--- config.mk ---
export PLATFORM = sky130hd
export DESIGN_NAME = z86_hazard_scoreboard_flat
export DESIGN_NICKNAME = d
export VERILOG_FILES = /design/src/rtl/z86_hazard_scoreboard_pkg.sv /design/src/rtl/z86_hazard_scoreboard_if.sv /design/src/rtl/z86_hazard_cmp.sv /design/src/rtl/z86_hazard_scoreboard.sv /design/src/flat_wrapper.sv
export SDC_FILE = /design/constraint.sdc
export NUM_CORES = 1
export LEC_CHECK = 0
export ABC_AREA = 1
export BUFFER_PORTS_ARGS = -buffer_cell sky130_fd_sc_hd__buf_4
export CORE_UTILIZATION = 53
export CTS_CLUSTER_DIAMETER = 200
export DETAILED_ROUTE_END_ITERATION = 10
export PLACE_DENSITY = 0.8
export SYNTH_ARGS = -nofsm -noshare
export SYNTH_HDL_FRONTEND = slang
export SYNTH_SLANG_ARGS = --single-unit
--- constraint.sdc ---
create_clock -name clk -period 1.7 [get_ports clk]
set_input_delay 0 -clock clk [delete_from_list [all_inputs] [get_ports clk]]
set_output_delay 0 -clock clk [all_outputs]
set_load 0.1 [all_outputs]
--- src/rtl/z86_hazard_scoreboard_pkg.sv ---
// ----------------------------------------------------------------------------
// z86_hazard_scoreboard_pkg
// Shared types for the ID->EX issue scoreboard.
//   reg_mask_t : resource mask, one bit per tracked resource
//                gpr[7:0] (AX=bit0 ... DI=bit7), mem, seg[3:0] (ES,CS,SS,DS),
//                stackop (implicit SP use by PUSH/POP/CALL/RET), io
//   sb_slot_t  : one in-flight pipeline slot (valid + destination mask)
// ----------------------------------------------------------------------------
package z86_hazard_scoreboard_pkg;

   typedef struct packed {
      logic [7:0] gpr;
      logic       mem;
      logic [3:0] seg;
      logic       stackop;
      logic       io;
   } reg_mask_t;

   localparam int REG_MASK_W = $bits(reg_mask_t);

   typedef struct packed {
      logic      vld;
      reg_mask_t m;
   } sb_slot_t;

   // A slot only contributes its mask while it holds a live instruction.
   function automatic reg_mask_t slot_mask(input sb_slot_t s);
      return s.vld ? s.m : reg_mask_t'('0);
   endfunction

endpackage

--- src/rtl/z86_hazard_scoreboard_if.sv ---
// ----------------------------------------------------------------------------
// z86_hazard_scoreboard_if
// ID->EX issue handshake between DECODE/EXECUTE and the scoreboard.
//   id_valid    DECODE holds a decoded instruction
//   id_rd_mask  resources read by the decoded instruction
//   id_wr_mask  resources written by the decoded instruction
//   ex_done     EX instruction completes this cycle
//   flush       redirect from EX (only together with ex_done)
//   id_issue    instruction moves ID->EX this cycle
//   id_stall    id_valid held back by a hazard or a busy EX slot
// master : pipeline side (drives requests/completions)
// slave  : scoreboard side (drives issue/stall)
// ----------------------------------------------------------------------------
interface z86_hazard_scoreboard_if;
   import z86_hazard_scoreboard_pkg::*;

   logic      id_valid;
   reg_mask_t id_rd_mask;
   reg_mask_t id_wr_mask;
   logic      ex_done;
   logic      flush;
   logic      id_issue;
   logic      id_stall;

   modport master (
      output id_valid,
      output id_rd_mask,
      output id_wr_mask,
      output ex_done,
      output flush,
      input  id_issue,
      input  id_stall
   );

   modport slave (
      input  id_valid,
      input  id_rd_mask,
      input  id_wr_mask,
      input  ex_done,
      input  flush,
      output id_issue,
      output id_stall
   );

endinterface

--- src/rtl/z86_hazard_cmp.sv ---
// ----------------------------------------------------------------------------
// z86_hazard_cmp
// Pure combinational RAW check of one read mask against one in-flight slot.
//   rd_mask  in   resources read by the instruction in DECODE
//   slot     in   registered in-flight slot (valid + destination mask)
//   hazard   out  1 when the read overlaps a live destination of the slot
// Parameter CHK_REGS: when 0 the gpr and seg terms are ignored (used for the
// WB slot when the register file forwards WB data to same-cycle reads).
// mem, io and stackop are always checked.
// ----------------------------------------------------------------------------
module z86_hazard_cmp
   import z86_hazard_scoreboard_pkg::*;
#(
   parameter bit CHK_REGS = 1'b1
) (
   input  reg_mask_t rd_mask,
   input  sb_slot_t  slot,
   output logic      hazard
);

   logic gpr_hit;
   logic seg_hit;
   logic mem_hit;
   logic io_hit;
   logic stk_hit;

   always_comb begin
      gpr_hit = CHK_REGS & (|(rd_mask.gpr & slot.m.gpr));
      seg_hit = CHK_REGS & (|(rd_mask.seg & slot.m.seg));
      mem_hit = rd_mask.mem & slot.m.mem;
      io_hit  = rd_mask.io & slot.m.io;
      stk_hit = rd_mask.stackop & slot.m.stackop;
      // An empty slot never blocks, whatever stale mask it might carry.
      hazard  = slot.vld & (gpr_hit | seg_hit | mem_hit | io_hit | stk_hit);
   end

endmodule

--- src/rtl/z86_hazard_scoreboard.sv ---
// ----------------------------------------------------------------------------
// z86_hazard_scoreboard
// Issue scheduler between DECODE and EXECUTE. Tracks the destination masks of
// the instruction in EX and the one in WB, stalls the decoded instruction on
// RAW hazards (gpr, seg, mem, io, implicit SP) and owns the ID->EX handshake.
// Also counts stalled cycles in a saturating counter.
//
// Parameters
//   CNT_W      width of stall_cnt (saturates at all-ones)
// Ports
//   clk        core clock
//   reset_n    asynchronous active-low reset; drops all in-flight entries
//   sb         z86_hazard_scoreboard_if.slave issue handshake
//   busy_mask  union of live EX and WB destination masks (visibility)
//   stall_cnt  number of cycles with id_stall=1
//
// Configuration macro Z86_REGFILE_FORWARD_EN:
//   defined   -> register file forwards WB data, so gpr/seg reads only check
//                the EX slot (RAW distance 1 cycle)
//   undefined -> gpr/seg reads check EX and WB (RAW distance 2 cycles)
// ----------------------------------------------------------------------------
module z86_hazard_scoreboard
   import z86_hazard_scoreboard_pkg::*;
#(
   parameter int CNT_W = 16
) (
   input  logic                   clk,
   input  logic                   reset_n,
   z86_hazard_scoreboard_if.slave sb,
   output reg_mask_t              busy_mask,
   output logic [CNT_W-1:0]       stall_cnt
);

`ifdef Z86_REGFILE_FORWARD_EN
   localparam bit WB_CHK_REGS = 1'b0;
`else
   localparam bit WB_CHK_REGS = 1'b1;
`endif

   sb_slot_t ex_slot_p0;
   sb_slot_t wb_slot_p1;

   logic hazard_ex;
   logic hazard_wb;
   logic hazard;
   logic ex_free;
   logic issue;
   logic stall;

   function automatic logic [CNT_W-1:0] sat_inc(input logic [CNT_W-1:0] v);
      return (&v) ? v : v + CNT_W'(1);
   endfunction

   // ---- ID stage: hazard check against registered slots ----
   z86_hazard_cmp #(
      .CHK_REGS (1'b1)
   ) u_cmp_ex (
      .rd_mask (sb.id_rd_mask),
      .slot    (ex_slot_p0),
      .hazard  (hazard_ex)
   );

   z86_hazard_cmp #(
      .CHK_REGS (WB_CHK_REGS)
   ) u_cmp_wb (
      .rd_mask (sb.id_rd_mask),
      .slot    (wb_slot_p1),
      .hazard  (hazard_wb)
   );

   always_comb begin
      hazard  = hazard_ex | hazard_wb;
      // EX accepts a new instruction in the same cycle its current one retires.
      ex_free = ~ex_slot_p0.vld | sb.ex_done;
      // reset_n gating keeps the handshake quiet while the slots are held in reset.
      issue   = reset_n & sb.id_valid & ex_free & ~hazard & ~sb.flush;
      stall   = reset_n & sb.id_valid & ~issue;
   end

   assign sb.id_issue = issue;
   assign sb.id_stall = stall;
   assign busy_mask   = reg_mask_t'(slot_mask(ex_slot_p0) | slot_mask(wb_slot_p1));

   // ---- EX slot (p0) and WB slot (p1) registers ----
   always_ff @(posedge clk or negedge reset_n) begin
      if (!reset_n) begin
         ex_slot_p0 <= '0;
         wb_slot_p1 <= '0;
         stall_cnt  <= '0;
      end else begin
         // WB lives exactly one cycle; a flushed EX instruction still retires.
         wb_slot_p1 <= sb.ex_done ? sb_slot_t'({1'b1, ex_slot_p0.m}) : sb_slot_t'('0);
         if (issue) begin
            ex_slot_p0 <= sb_slot_t'({1'b1, sb.id_wr_mask});
         end else if (sb.ex_done) begin
            ex_slot_p0 <= '0;
         end
         if (stall) begin
            stall_cnt <= sat_inc(stall_cnt);
         end
      end
   end

   // A redirect is only meaningful when the EX instruction completes.
   flush_needs_done : assert property (@(posedge clk) disable iff (!reset_n)
                                       sb.flush |-> sb.ex_done);

endmodule

--- src/flat_wrapper.sv ---
// flat-port wrapper written by rule: the top's interface ports become plain ports
module z86_hazard_scoreboard_flat import z86_hazard_scoreboard_pkg::*;
#(
   parameter int CNT_W = 16
)
  (clk, reset_n, busy_mask, stall_cnt, sb_id_valid, sb_id_rd_mask, sb_id_wr_mask, sb_ex_done, sb_flush, sb_id_issue, sb_id_stall);
  z86_hazard_scoreboard_if sb_i ();
  input  logic clk;
  input  logic reset_n;
  output reg_mask_t busy_mask;
  output logic [CNT_W-1:0] stall_cnt;
  input wire logic [$bits(sb_i.id_valid)-1:0] sb_id_valid;
  input wire logic [$bits(sb_i.id_rd_mask)-1:0] sb_id_rd_mask;
  input wire logic [$bits(sb_i.id_wr_mask)-1:0] sb_id_wr_mask;
  input wire logic [$bits(sb_i.ex_done)-1:0] sb_ex_done;
  input wire logic [$bits(sb_i.flush)-1:0] sb_flush;
  output wire logic [$bits(sb_i.id_issue)-1:0] sb_id_issue;
  output wire logic [$bits(sb_i.id_stall)-1:0] sb_id_stall;
  assign sb_i.id_valid = sb_id_valid;
  assign sb_i.id_rd_mask = sb_id_rd_mask;
  assign sb_i.id_wr_mask = sb_id_wr_mask;
  assign sb_i.ex_done = sb_ex_done;
  assign sb_i.flush = sb_flush;
  assign sb_id_issue = sb_i.id_issue;
  assign sb_id_stall = sb_i.id_stall;
  z86_hazard_scoreboard #(.CNT_W(CNT_W)) u_core (.clk(clk), .reset_n(reset_n), .sb(sb_i), .busy_mask(busy_mask), .stall_cnt(stall_cnt));
endmodule
==> summary.txt, run 1 <==
STA
  – Slew at the pin closest to its max-slew limit: 600 ps
  – Worst setup margin: -93.6 ps
  – Relative slew slack: between 50% and 60%
  – Pins over their slew limit: 0
  – Part of the cycle the worst path needs: 106%
  – RSZ-0062 raised after global routing: true
  – Final setup fails: 31
  – F_max: about 560 MHz
  – Count of final hold-check violations: 0
  – Fin crit period: 1790 ps
  – Clock Skew: roughly 12 ps

Global routing
  – Largest net degree at the start of global routing: 49
  – Initial antenna violation count: 0
  – Tot GR Track Use: 27.1%
  – First-pass GRT wire length: around 11 mm
  – GRT overflow: 0
  – Vias in the first global route: around 2.3k

Routing
  – Post-DRT Antenna Nets: 0
  – Post-Route WL: approximately 7.5 mm
  – Avg Vias per Cell: 5.24
  – Initial DRT Pass Iterations: 5
  – DR WL/cell: roughly 14 um
  – Iteration-0 DRC Markers: a little under 200
  – Vias after detailed routing: around 2.7k
  – Drt drc: 0

Logic synthesis
  – Unique masters post-synth: 26
  – Synth Area in Compound Gates: under 10%
  – Largest family of logic cells by synthesized area: simple AND/OR/NAND/NOR gates
  – Syn Inst Count: between 300 and 400
  – Ys Warns: 0
  – Post-Synthesis Cell Area: 2610 um2
  – Synth Area in Adders: less than 1%
  – Synth Register Bits: 48
  – Post-Synthesis Net Count: between 300 and 400
  – Synth Area in XOR/XNOR: just over 2%
  – Mean Syn Cell Area: ~7.5 um2
  – Post-synthesis mux area share: 0%
  – Sequential area share after synthesis: between 40% and 50%
  – Post-Synth Simple-Gate Area: between 30% and 40%

Worst setup path
  – Crit path capture type: output pin
  – Max FO, Critical Path: 4
  – Reg2reg start: u_core.wb_slot_p1[5]$_DFF_PN0_
  – CP dominant cell by count: nand2_1
  – Critical Path RT: about 1700 ps
  – Critical Path Max Stage Delay: between 400 and 500 ps
  – Crit path cell chain: nand2_1 -> nand2_1 -> nor2_1 -> nand2_1 -> o21ai_1 -> nand3_2 -> buf_12 -> nand2_4 -> inv_2 -> buf_12
  – Crit Reg-Reg Endpoint: u_core.ex_slot_p0[0]$_DFFE_PN0P_
  – Crit-path slowest cell: dfrtp_1
  – Worst Setup Path Type: reg -> out
  – CP arrival: about 1800 ps
  – Flop-to-flop setup slack: -70 ps
  – CP Launch Type: flop
  – Worst R2R Path Depth: 11

Die
  – Row cnt: 25
  – Die height: 72.2 um
  – # IOs: approximately 70
  – Overall die width: 72.2 um
  – Initial cell density of the core: around 55%
  – Core Area: between 4000 and 5000 um2
  – Die area: between 5000 and 6000 um2

Placed design
  – Post-DP HPWL: 4.37 mm
  – Placer Congestion: around 0.85
  – Pre-CTS setup slack: approximately 80 ps
  – Dpl cell area: roughly 3200 um2
  – IO buf count: 67

Outcome
  – Outcome: finished, violations left
  – Failing checks: setup timing

Clocking
  – Clock root buffer: clkbuf_8
  – CTS Buf Count: 5
  – Clock sinks: 48
  – Clock-pin slew on the worst setup and hold paths: 90 ps
  – Bufs on Longest Clock Path: 2
  – H-tree depth: 2
  – CTS tree: done
  – Latest clock arrival within the worst-skew pair: around 300 ps

Power and ir drop
  – Leakage: about 2.1 nW
  – Power Density: 864 nW/um2
  – Maximum vdd drop: approximately 0.57 mV

Min path
  – Worst min-delay path class: in -> reg
  – Hold Path Sink: u_core.wb_slot_p1[14]$_DFF_PN0_
  – Hold_sp: sb_ex_done
  – Hold Path Depth: 3

Layout
  – Nets: ~480
  – Layout cells sized above 1: 30.6%
  – Number of fill cells in the layout: between 300 and 400
  – Area growth syn-to-layout: 44.7%
  – Antenna diode count: 0
  – Sequential Area: 1230 um2
  – Post-route cell area: 3780 um2
  – Area occupied by multi-input gates: ~1200 um2

Run
  – Max Cap Viol: 0
[how the worst max path moves through the flow]
| stage | start | to | slack [ps] | cells past startpoint |
|---|---|---|---|---|
| 5_1_grt | u_core.ex_slot_p0[13]$_DFFE_PN0P_ | u_core.ex_slot_p0[10]$_DFFE_PN0P_ | -180 | 11 |
| 2_1_floorplan | u_core.stall_cnt[1]$_DFFE_PN0P_ | u_core.stall_cnt[12]$_DFFE_PN0P_ | -30 | 10 |
| 3_5_place_dp | u_core.stall_cnt[1]$_DFFE_PN0P_ | u_core.stall_cnt[14]$_DFFE_PN0P_ | 80 | 11 |
| 3_3_place_gp | u_core.stall_cnt[1]$_DFFE_PN0P_ | u_core.stall_cnt[9]$_DFFE_PN0P_ | 90 | 10 |
| 4_1_cts | u_core.wb_slot_p1[10]$_DFF_PN0_ | sb_id_issue | -30 | 9 |
| 6_report | u_core.wb_slot_p1[5]$_DFF_PN0_ | sb_id_stall | -90 | 10 |
[registers in the layout, indices dropped and copies added (netlist names)]
name               flops
u_core.ex_slot_p0     16
u_core.wb_slot_p1     16
u_core.stall_cnt      16
[placed cells by master (no fill, tap or decap), types with 3 or more instances in the layout]
cell type and n:
nand2_1 153, buf_4 77, inv_1 37, dfrtp_1 32, nor2_1 20, nand4_1 18, dlygate4sd3_1 17, a22o_1 15
dfrtp_2 14, nand2_2 7, nand3_1 7, nand3_2 5, clkbuf_8 5, xor2_1 4, inv_2 3, buf_12 3
[where the power goes]
part | internal (W) | switching [W] | total (W) | leakage (nW)
Combinational | 0.000333 | 0.000744 | 0.00108 | 1.41
Sequential | 0.00124 | 0.000116 | 0.00136 | 0.630
Clock | 0.000437 | 0.000395 | 0.000833 | 0.0552
[timing repair]
item                       4_1_cts  5_1_grt
gates cloned                     1        2
hold buffers                    17        0
setup endpoints to repair        2       34
setup buffers                    3        6
hold endpoints to repair        64        0
gates resized for setup         10       26
pin swaps                        5        6
[cell families (layout without fill, tap and decap cells)]
kind of cell               Yosys count  after routing
xor gates and xnor gates             6              6
adders and majority gates            1              1
buffers and inverters               56            154
DFF                                 48             48
AOI/OAI and AO/OA                   19             19
and+or+nand+nor                    220            220
[metal layers]
layer  wire, um  part of all wire, %  track usage, %  vias to the layer above
met5          0                    0               0                        -
met4        100                  1.3            6.97                        0
met3        548                  7.3            5.42                        9
met2       3640                   49            43.6                      136
met1       3170                   42            37.5                     1266
li1           -                    -               -                     1289
[synth_stat cells]
cell | count | area share, %
a211oi_1 | 1 | 0.29
a22o_1 | 15 | 5.0
buf_2 | 2 | 0.38
buf_4 | 1 | 0.29
buf_6 | 5 | 2.2
clkbuf_1 | 5 | 0.72
clkinv_1 | 1 | 0.14
clkinv_4 | 1 | 0.34
dfrtp_1 | 48 | 46
ha_1 | 1 | 0.48
inv_1 | 39 | 5.6
inv_2 | 2 | 0.29
nand2_1 | 161 | 23
nand2_2 | 1 | 0.24
nand3_1 | 11 | 2.1
nand3_2 | 3 | 1.2
nand3b_1 | 1 | 0.29
nand4_1 | 18 | 4.3
nor2_1 | 20 | 2.9
nor2_2 | 3 | 0.72
nor2_4 | 1 | 0.43
nor3_2 | 1 | 0.38
o21ai_0 | 1 | 0.19
o21ai_1 | 2 | 0.38
xnor2_1 | 2 | 0.67
xor2_1 | 4 | 1.3
[metrics by stage]
stage | cells | utilization (%) | power (W) | setup TNS, ps | hold slack, ps
final | 515 | 80.0 | 0.00327 | -964 | 14.7
after global routing | 515 | 80.0 | 0.00338 | -4110 | 23.9
after CTS | 507 | 75.9 | 0.00320 | -146 | 2.24
after detailed placement | 478 | 68.0 | 0.00231 | 0 | 157
after global placement | 478 | 68.0 | 0.00229 | 0 | 151
after floorplan | 350 | - | 0.00205 | -43.2 | -296
[worst max-delay path, delay by kind of cell (launching register included)]
family / cells / cell delay [ps]
buf+inv: 3 / 390
compound gates: 1 / 160
flops: 1 / 410
simple gates: 6 / 530
[area by class of cell]
cell class                 count  share of cell area [%]
timing repair buffer         102                    24.2
timing repair inverter         1                   0.199
clock buffer                   6                    1.92
clock inverter                 2                   0.927
inverter                      43                    5.07
tap                           67                    2.22
sequential                    48                    32.5
multi-input combinational    246                    33.0
Power figures use the tool's default switching activity.
==> run 2, diff against run 1 <==
--- a/config.mk
+++ b/config.mk
@@ -7,10 +7,10 @@
 export LEC_CHECK = 0
 export ABC_AREA = 1
 export BUFFER_PORTS_ARGS = -buffer_cell sky130_fd_sc_hd__buf_4
-export CORE_UTILIZATION = 53
+export CORE_UTILIZATION = 55
 export CTS_CLUSTER_DIAMETER = 200
 export DETAILED_ROUTE_END_ITERATION = 10
-export PLACE_DENSITY = 0.8
+export PLACE_DENSITY = 0.83
 export SYNTH_ARGS = -nofsm -noshare
 export SYNTH_HDL_FRONTEND = slang
 export SYNTH_SLANG_ARGS = --single-unit
==> constraint.sdc (replaced) <==
create_clock -name clk -period 2.1 [get_ports clk]
set_input_delay 0 -clock clk [delete_from_list [all_inputs] [get_ports clk]]
set_output_delay 0 -clock clk [all_outputs]
set_load 0.1 [all_outputs]
==> summary.txt, run 2 (synthesis gave the netlist of run 1 again) <==
Placed design
  – IO buf count: 67 (unchanged)
  – Post-DP HPWL: 4.46 mm (was 4.37 mm)
  – Placer Congestion: 0.875 (was 0.849)
  – Pre-CTS setup slack: 285 ps (was 81.0 ps)

STA
  – Relative slew slack: 59.4% (was 60.0%)
  – Pins over their slew limit: 0 (unchanged)
  – RSZ-0062 raised after global routing: false (was true)
  – Clock Skew: 4.69 ps (was 12.5 ps)
  – Fin crit period: 1930 ps
  – TNS Setup: 0 ps (was -964 ps)
  – Final setup fails: 0 (was 31)
  – F_max: ~520 MHz
  – Worst setup margin: 165 ps (was -93.6 ps)
  – Count of final hold-check violations: 0 (unchanged)
  – Slew at the pin closest to its max-slew limit: 609 ps (was 600 ps)
  – Part of the cycle the worst path needs: slightly above 90%

Global routing
  – First-pass GRT wire length: 11.1 mm (was 10.8 mm)
  – Initial antenna violation count: 0 (unchanged)
  – Vias in the first global route: 2428 (was 2328)
  – Largest net degree at the start of global routing: 49 (unchanged)
  – Tot GR Track Use: 27.9% (was 27.1%)
  – GRT overflow: 0 (unchanged)

Routing
  – Vias after detailed routing: 2549 (was 2700)
  – Drt drc: 8 (was 0)
  – Post-Route WL: 6.60 mm (was 7.46 mm)
  – Initial DRT Pass Iterations: 7 (was 5)
  – DR WL/cell: 13.6 um (was 14.5 um)
  – Avg Vias per Cell: 5.23 (was 5.24)
  – Post-DRT Antenna Nets: 0 (unchanged)
  – Iteration-0 DRC Markers: 228 (was 197)

Power and ir drop
  – Total power: 0.00258 W (was 0.00327 W)
  – Maximum vdd drop: 0.388 mV (was 0.567 mV)
  – Leakage: 2.01 nW (was 2.10 nW)
  – Power Density: 751 nW/um2 (was 864 nW/um2)

Min path
  – Hold_sp: sb_flush (was sb_ex_done)
  – Hold Path Sink: u_core.ex_slot_p0[15]$_DFFE_PN0P_ (was u_core.wb_slot_p1[14]$_DFF_PN0_)
  – Worst min-delay path class: in -> reg (unchanged)
  – Hold Path Depth: 4 (was 3)

Clocking
  – Clock sinks: 48 (unchanged)
  – H-tree depth: 2 (unchanged)
  – Latest clock arrival within the worst-skew pair: 300 ps (about the same)
  – Setup Buffers After CTS: 0 (was 3)
  – CTS tree: done (unchanged)
  – Bufs on Longest Clock Path: 2 (unchanged)
  – Clock root buffer: clkbuf_8 (unchanged)
  – CTS Buf Count: 5 (unchanged)
  – Clock-pin slew on the worst setup and hold paths: 90 ps (about the same)

Die
  – Die area: 5020 um2 (was 5210 um2)
  – Overall die width: 70.9 um (was 72.2 um)
  – Initial cell density of the core: 58.7% (was 55.3%)
  – Row cnt: 24 (was 25)
  – Core Area: 4440 um2 (was 4720 um2)
  – # IOs: 68 (unchanged)
  – Die height: 70.9 um (was 72.2 um)

Layout
  – Layout cells sized above 1: 22.1% (was 30.6%)
  – Antenna diode count: 0 (unchanged)
  – Most common cell after layout, fill and taps aside: nand2_1 (unchanged)
  – Nets: 470 (was 483)
  – Most frequent cells in the layout: nand2_1 (161), buf_4 (73), dfrtp_1 (46) (was nand2_1 (153), buf_4 (77), inv_1 (37))
  – Area growth syn-to-layout: 31.6% (was 44.7%)
  – Largest registers: u_core.ex_slot_p0: 16 flops, u_core.stall_cnt: 16 flops, u_core.wb_slot_p1: 16 flops (unchanged)
  – Number of fill cells in the layout: 323 (was 325)

Run
  – Max Cap Viol: 0 (unchanged)

Worst setup path
  – Crit-path slowest cell: dfrtp_1 (unchanged)
  – Crit path cell chain: nand2_1 -> nand2_1 -> nor2_1 -> nand2_1 -> o21ai_1 -> nand3_2 -> buf_4 -> nand2_1 -> inv_1 -> buf_4 (was nand2_1 -> nand2_1 -> nor2_1 -> nand2_1 -> o21ai_1 -> nand3_2 -> buf_12 -> nand2_4 -> inv_2 -> buf_12)
  – Crit path capture type: output pin (unchanged)
  – CP dominant cell by count: nand2_1 (unchanged)
  – Worst R2R Path Depth: 10 (was 11)
  – CP Launch Type: flop (unchanged)
  – Max FO, Critical Path: 13 (was 4)
  – Critical Path RT: 2100 ps (was 1700 ps)
  – Critical Path Max Stage Delay: 430 ps (was 410 ps)
  – Reg2reg start: u_core.stall_cnt[1]$_DFFE_PN0P_ (was u_core.wb_slot_p1[5]$_DFF_PN0_)
  – Crit Reg-Reg Endpoint: u_core.stall_cnt[14]$_DFFE_PN0P_ (was u_core.ex_slot_p0[0]$_DFFE_PN0P_)
  – Worst Setup Path Type: reg -> out (unchanged)
  – CP arrival: 1930 ps (was 1790 ps)
  – Flop-to-flop setup slack: 210 ps (was -70 ps)

Outcome
  – Failing checks: DRC (was setup timing)
  – Outcome: finished, violations left (unchanged)
[run 2: how the worst max path moves through the flow]
stage / start / endpoint / slack (ps) / cells after the start
3_5_place_dp: u_core.stall_cnt[0]$_DFFE_PN0P_ / u_core.stall_cnt[14]$_DFFE_PN0P_ / 290 / 10
3_3_place_gp: u_core.stall_cnt[0]$_DFFE_PN0P_ / u_core.stall_cnt[13]$_DFFE_PN0P_ / 330 / 10
5_1_grt: u_core.ex_slot_p0[8]$_DFFE_PN0P_ / sb_id_stall / 20 / 10
2_1_floorplan: u_core.stall_cnt[2]$_DFFE_PN0P_ / u_core.stall_cnt[12]$_DFFE_PN0P_ / 30 / 9
4_1_cts: u_core.ex_slot_p0[8]$_DFFE_PN0P_ / sb_id_stall / 120 / 10
6_report: u_core.ex_slot_p0[8]$_DFFE_PN0P_ / sb_id_stall / 170 / 10
[run 2: per-stage QoR]
stage               instance area (um2)  hold slack [ps]  util [%]  std cells
CTS                                3430              191      77.2        487
floorplan                          2610             -296         -        350
global route                       3430              121      77.3        487
detailed placement                 3130              151      70.5        462
global placement                   3130              150      70.5        462
finish                             3430             93.4      77.3        487
[run 2: worst max-delay path, delay by kind of cell, from the launching register on]
family | cells | cell delay, ps
compound gates | 1 | 140
simple gates | 6 | 570
flops | 1 | 430
buf+inv | 3 | 490
[run 2: what timing repair did]
action                                 CTS  global route
hold buffers                            17             0
setup endpoints to repair                0             1
gates resized for setup                  0             1
endpoints found under the hold margin   64             0
[run 2: report_power, final]
group          internal, W  switching (W)
sequential        0.000993      0.0000862
combinational     0.000208       0.000561
clock             0.000420       0.000311
[run 2: routing by layer]
metal | track usage [%] | part of all wire [%] | wire length [um] | vias up
li1 | - | - | - | 1254
met1 | 38.2 | 43 | 2870 | 1192
met2 | 46.2 | 50 | 3270 | 89
met3 | 4.84 | 5.2 | 341 | 14
met4 | 8.00 | 1.8 | 119 | 0
met5 | 0 | 0 | 0 | -
[run 2: layout make-up]
type                    count  area (um2)  area share [%]
inverters                  43         166            4.85
well taps                  52        65.1            1.89
multi-input cells         246        1150            33.6
repair buffers             90         718            20.9
clock buffers               7        96.3            2.81
flip-flops and latches     48        1200            35.0
clock inverters             1        30.0           0.874
==> run 3, diff against run 2 <==
--- a/config.mk
+++ b/config.mk
@@ -7,10 +7,10 @@
 export LEC_CHECK = 0
 export ABC_AREA = 1
 export BUFFER_PORTS_ARGS = -buffer_cell sky130_fd_sc_hd__buf_4
-export CORE_UTILIZATION = 55
+export CORE_UTILIZATION = 57
 export CTS_CLUSTER_DIAMETER = 200
 export DETAILED_ROUTE_END_ITERATION = 10
-export PLACE_DENSITY = 0.83
+export PLACE_DENSITY = 0.85
 export SYNTH_ARGS = -nofsm -noshare
 export SYNTH_HDL_FRONTEND = slang
 export SYNTH_SLANG_ARGS = --single-unit
==> summary.txt, run 3 (synthesis gave the netlist of run 1 again) <==
Worst setup path
  – CP dominant cell by count: nand2_1 (unchanged)
  – Worst Setup Path Type: reg -> out (unchanged)
  – Crit-path slowest cell: dfrtp_1 (unchanged)
  – Critical Path RT: 2100 ps (about the same)
  – Crit path cell chain: nand2_1 -> nand2_1 -> nor2_1 -> nand2_1 -> o21ai_1 -> nand3_1 -> buf_4 -> clkinv_4 -> buf_4 (was nand2_1 -> nand2_1 -> nor2_1 -> nand2_1 -> o21ai_1 -> nand3_2 -> buf_4 -> nand2_1 -> inv_1 -> buf_4)
  – CP arrival: 1980 ps (was 1930 ps)
  – Crit path capture type: output pin (unchanged)
  – Critical Path Max Stage Delay: 420 ps (was 430 ps)
  – CP Buf/Inv Count: 3 (unchanged)
  – Max FO, Critical Path: 17 (was 13)
  – Top delay family on crit path: buffers and inverters (was simple AND/OR/NAND/NOR gates)
  – CP Launch Type: flop (unchanged)

Routing
  – Post-DRT Antenna Nets: 0 (unchanged)
  – Initial DRT Pass Iterations: 4 (was 7)
  – Avg Vias per Cell: 5.23 (about the same)
  – Post-Route WL: 6.69 mm (was 6.60 mm)
  – Vias after detailed routing: 2543 (was 2549)
  – Iteration-0 DRC Markers: 212 (was 228)
  – Drt drc: 0 (was 8)
  – DR WL/cell: 13.8 um (was 13.6 um)

Power and ir drop
  – Leakage: 1.98 nW (was 2.01 nW)
  – Power Density: 704 nW/um2 (was 751 nW/um2)
  – Maximum vdd drop: 0.519 mV (was 0.388 mV)

Global routing
  – Vias in the first global route: 2349 (was 2428)
  – Initial antenna violation count: 0 (unchanged)
  – Tot GR Track Use: 29.3% (was 27.9%)
  – First-pass GRT wire length: 11.2 mm (was 11.1 mm)
  – Largest net degree at the start of global routing: 49 (unchanged)
  – GRT overflow: 0 (unchanged)

STA
  – RSZ-0062 raised after global routing: false (unchanged)
  – Relative slew slack: 60.4% (was 59.4%)
  – Clock Skew: 4.08 ps (was 4.69 ps)
  – Part of the cycle the worst path needs: 94.5% (was 92.1%)
  – Final setup fails: 0 (unchanged)
  – Pins over their slew limit: 0 (unchanged)
  – TNS Setup: 0 ps (unchanged)
  – F_max: 504 MHz (was 517 MHz)
  – Slew at the pin closest to its max-slew limit: 594 ps (was 609 ps)
  – Count of final hold-check violations: 0 (unchanged)
  – Fin crit period: 1980 ps (was 1930 ps)

Min path
  – Worst min-delay path class: in -> reg (unchanged)

Clocking
  – Post-CTS Resized: 0 (unchanged)
  – Clock root buffer: clkbuf_8 (unchanged)
  – Clock-pin slew on the worst setup and hold paths: 80 ps (was 90 ps)
  – H-tree depth: 2 (unchanged)
  – CTS tree: done (unchanged)
  – Bufs on Longest Clock Path: 2 (unchanged)
  – Clock sinks: 48 (unchanged)
  – CTS Buf Count: 5 (unchanged)
  – Latest clock arrival within the worst-skew pair: 300 ps (about the same)

Layout
  – Layout cells sized above 1: 21.4% (was 22.1%)
  – Area growth syn-to-layout: 29.5% (was 31.6%)
  – Post-layout utilization of the core: 77.1% (was 77.3%)
  – Most common cell after layout, fill and taps aside: nand2_1 (unchanged)
  – Antenna diode count: 0 (unchanged)
  – Most frequent cells in the layout: nand2_1 (161), buf_4 (73), dfrtp_1 (46) (unchanged)
  – Largest registers: u_core.ex_slot_p0: 16 flops, u_core.stall_cnt: 16 flops, u_core.wb_slot_p1: 16 flops (unchanged)
  – Nets: 470 (unchanged)

Outcome
  – Outcome: complete, no violations (was finished, violations left)

Die
  – Row cnt: 24 (unchanged)
  – Die height: 69.7 um (was 70.9 um)
  – Initial cell density of the core: 59.5% (was 58.7%)
  – Die area: 4850 um2 (was 5020 um2)
  – Core Area: 4380 um2 (was 4440 um2)
  – Overall die width: 69.7 um (was 70.9 um)
  – # IOs: 68 (unchanged)

Placed design
  – Placer Congestion: 0.891 (was 0.875)
  – Post-DP HPWL: 4.55 mm (was 4.46 mm)
  – IO buf count: 67 (unchanged)

Run
  – Max Cap Viol: 0 (unchanged)
## run 3: per-stage QoR
step | instances | area, um2 | hold WS [ps] | setup slack, ps | total power (W)
finish | 486 | 3380 | 321 | 115 | 0.00238
global route | 486 | 3380 | 352 | 15.3 | 0.00249
CTS | 486 | 3380 | 317 | 118 | 0.00238
detailed placement | 462 | 3130 | 170 | 340 | 0.00184
global placement | 462 | 3130 | 168 | 401 | 0.00182
floorplan | 350 | 2610 | -296 | 27.1 | 0.00163
## run 3: what timing repair did
item / 4_1_cts / 5_1_grt
buffers inserted: 0 / 0
hold endpoints to repair: 64 / 0
hold buffers: 17 / 0
setup endpoints to repair: 0 / 0
## run 3: path summary, 6_finish.rpt
kind                       cells after the start                                 to  slack, ps                               from
setup reg to reg                              10   u_core.stall_cnt[11]$_DFFE_PN0P_        310    u_core.stall_cnt[0]$_DFFE_PN0P_
hold reg to reg                                2    u_core.stall_cnt[0]$_DFFE_PN0P_        530    u_core.stall_cnt[0]$_DFFE_PN0P_
min in group asynchronous                      3  u_core.ex_slot_p0[10]$_DFFE_PN0P_        360                            reset_n
max in group asynchronous                      3    u_core.stall_cnt[0]$_DFFE_PN0P_       1290                            reset_n
hold / removal                                 6    u_core.stall_cnt[0]$_DFFE_PN0P_        320                           sb_flush
setup / recovery                               9                        sb_id_issue        120  u_core.ex_slot_p0[12]$_DFFE_PN0P_
## run 3: final cells by class
| cell class | instances | area (um2) |
|---|---|---|
| inverters | 43 | 166 |
| multi-input cells | 246 | 1150 |
| flip-flops and latches | 48 | 1200 |
| fillers | 347 | 1000 |
| well taps | 52 | 65.1 |
| clock buffers | 6 | 72.6 |
| repair buffers | 90 | 718 |
| clock inverters | 1 | 5.00 |
## run 3: worst min-delay path, cell delays in order
cell      delay [ps]
buf_4             80
a211oi_1          40
nand3_1          120
buf_4            190
nand4_1           90
nand2_1           70
## run 3: report_power, final
part / leakage, nW / switching, W / internal [W] / total, W
sequential: 0.653 / 0.0000898 / 0.000993 / 0.00108
combinational: 1.29 / 0.000562 / 0.000208 / 0.000770
clock: 0.0410 / 0.000299 / 0.000227 / 0.000526
## run 3: per-layer routing
metal,part of all wire [%],vias to the layer above,GRT usage [%]
met5,0,-,0
met4,2.7,0,12.0
met3,5.7,17,6.25
met2,49,85,46.4
met1,43,1187,39.3
li1,-,1254,-
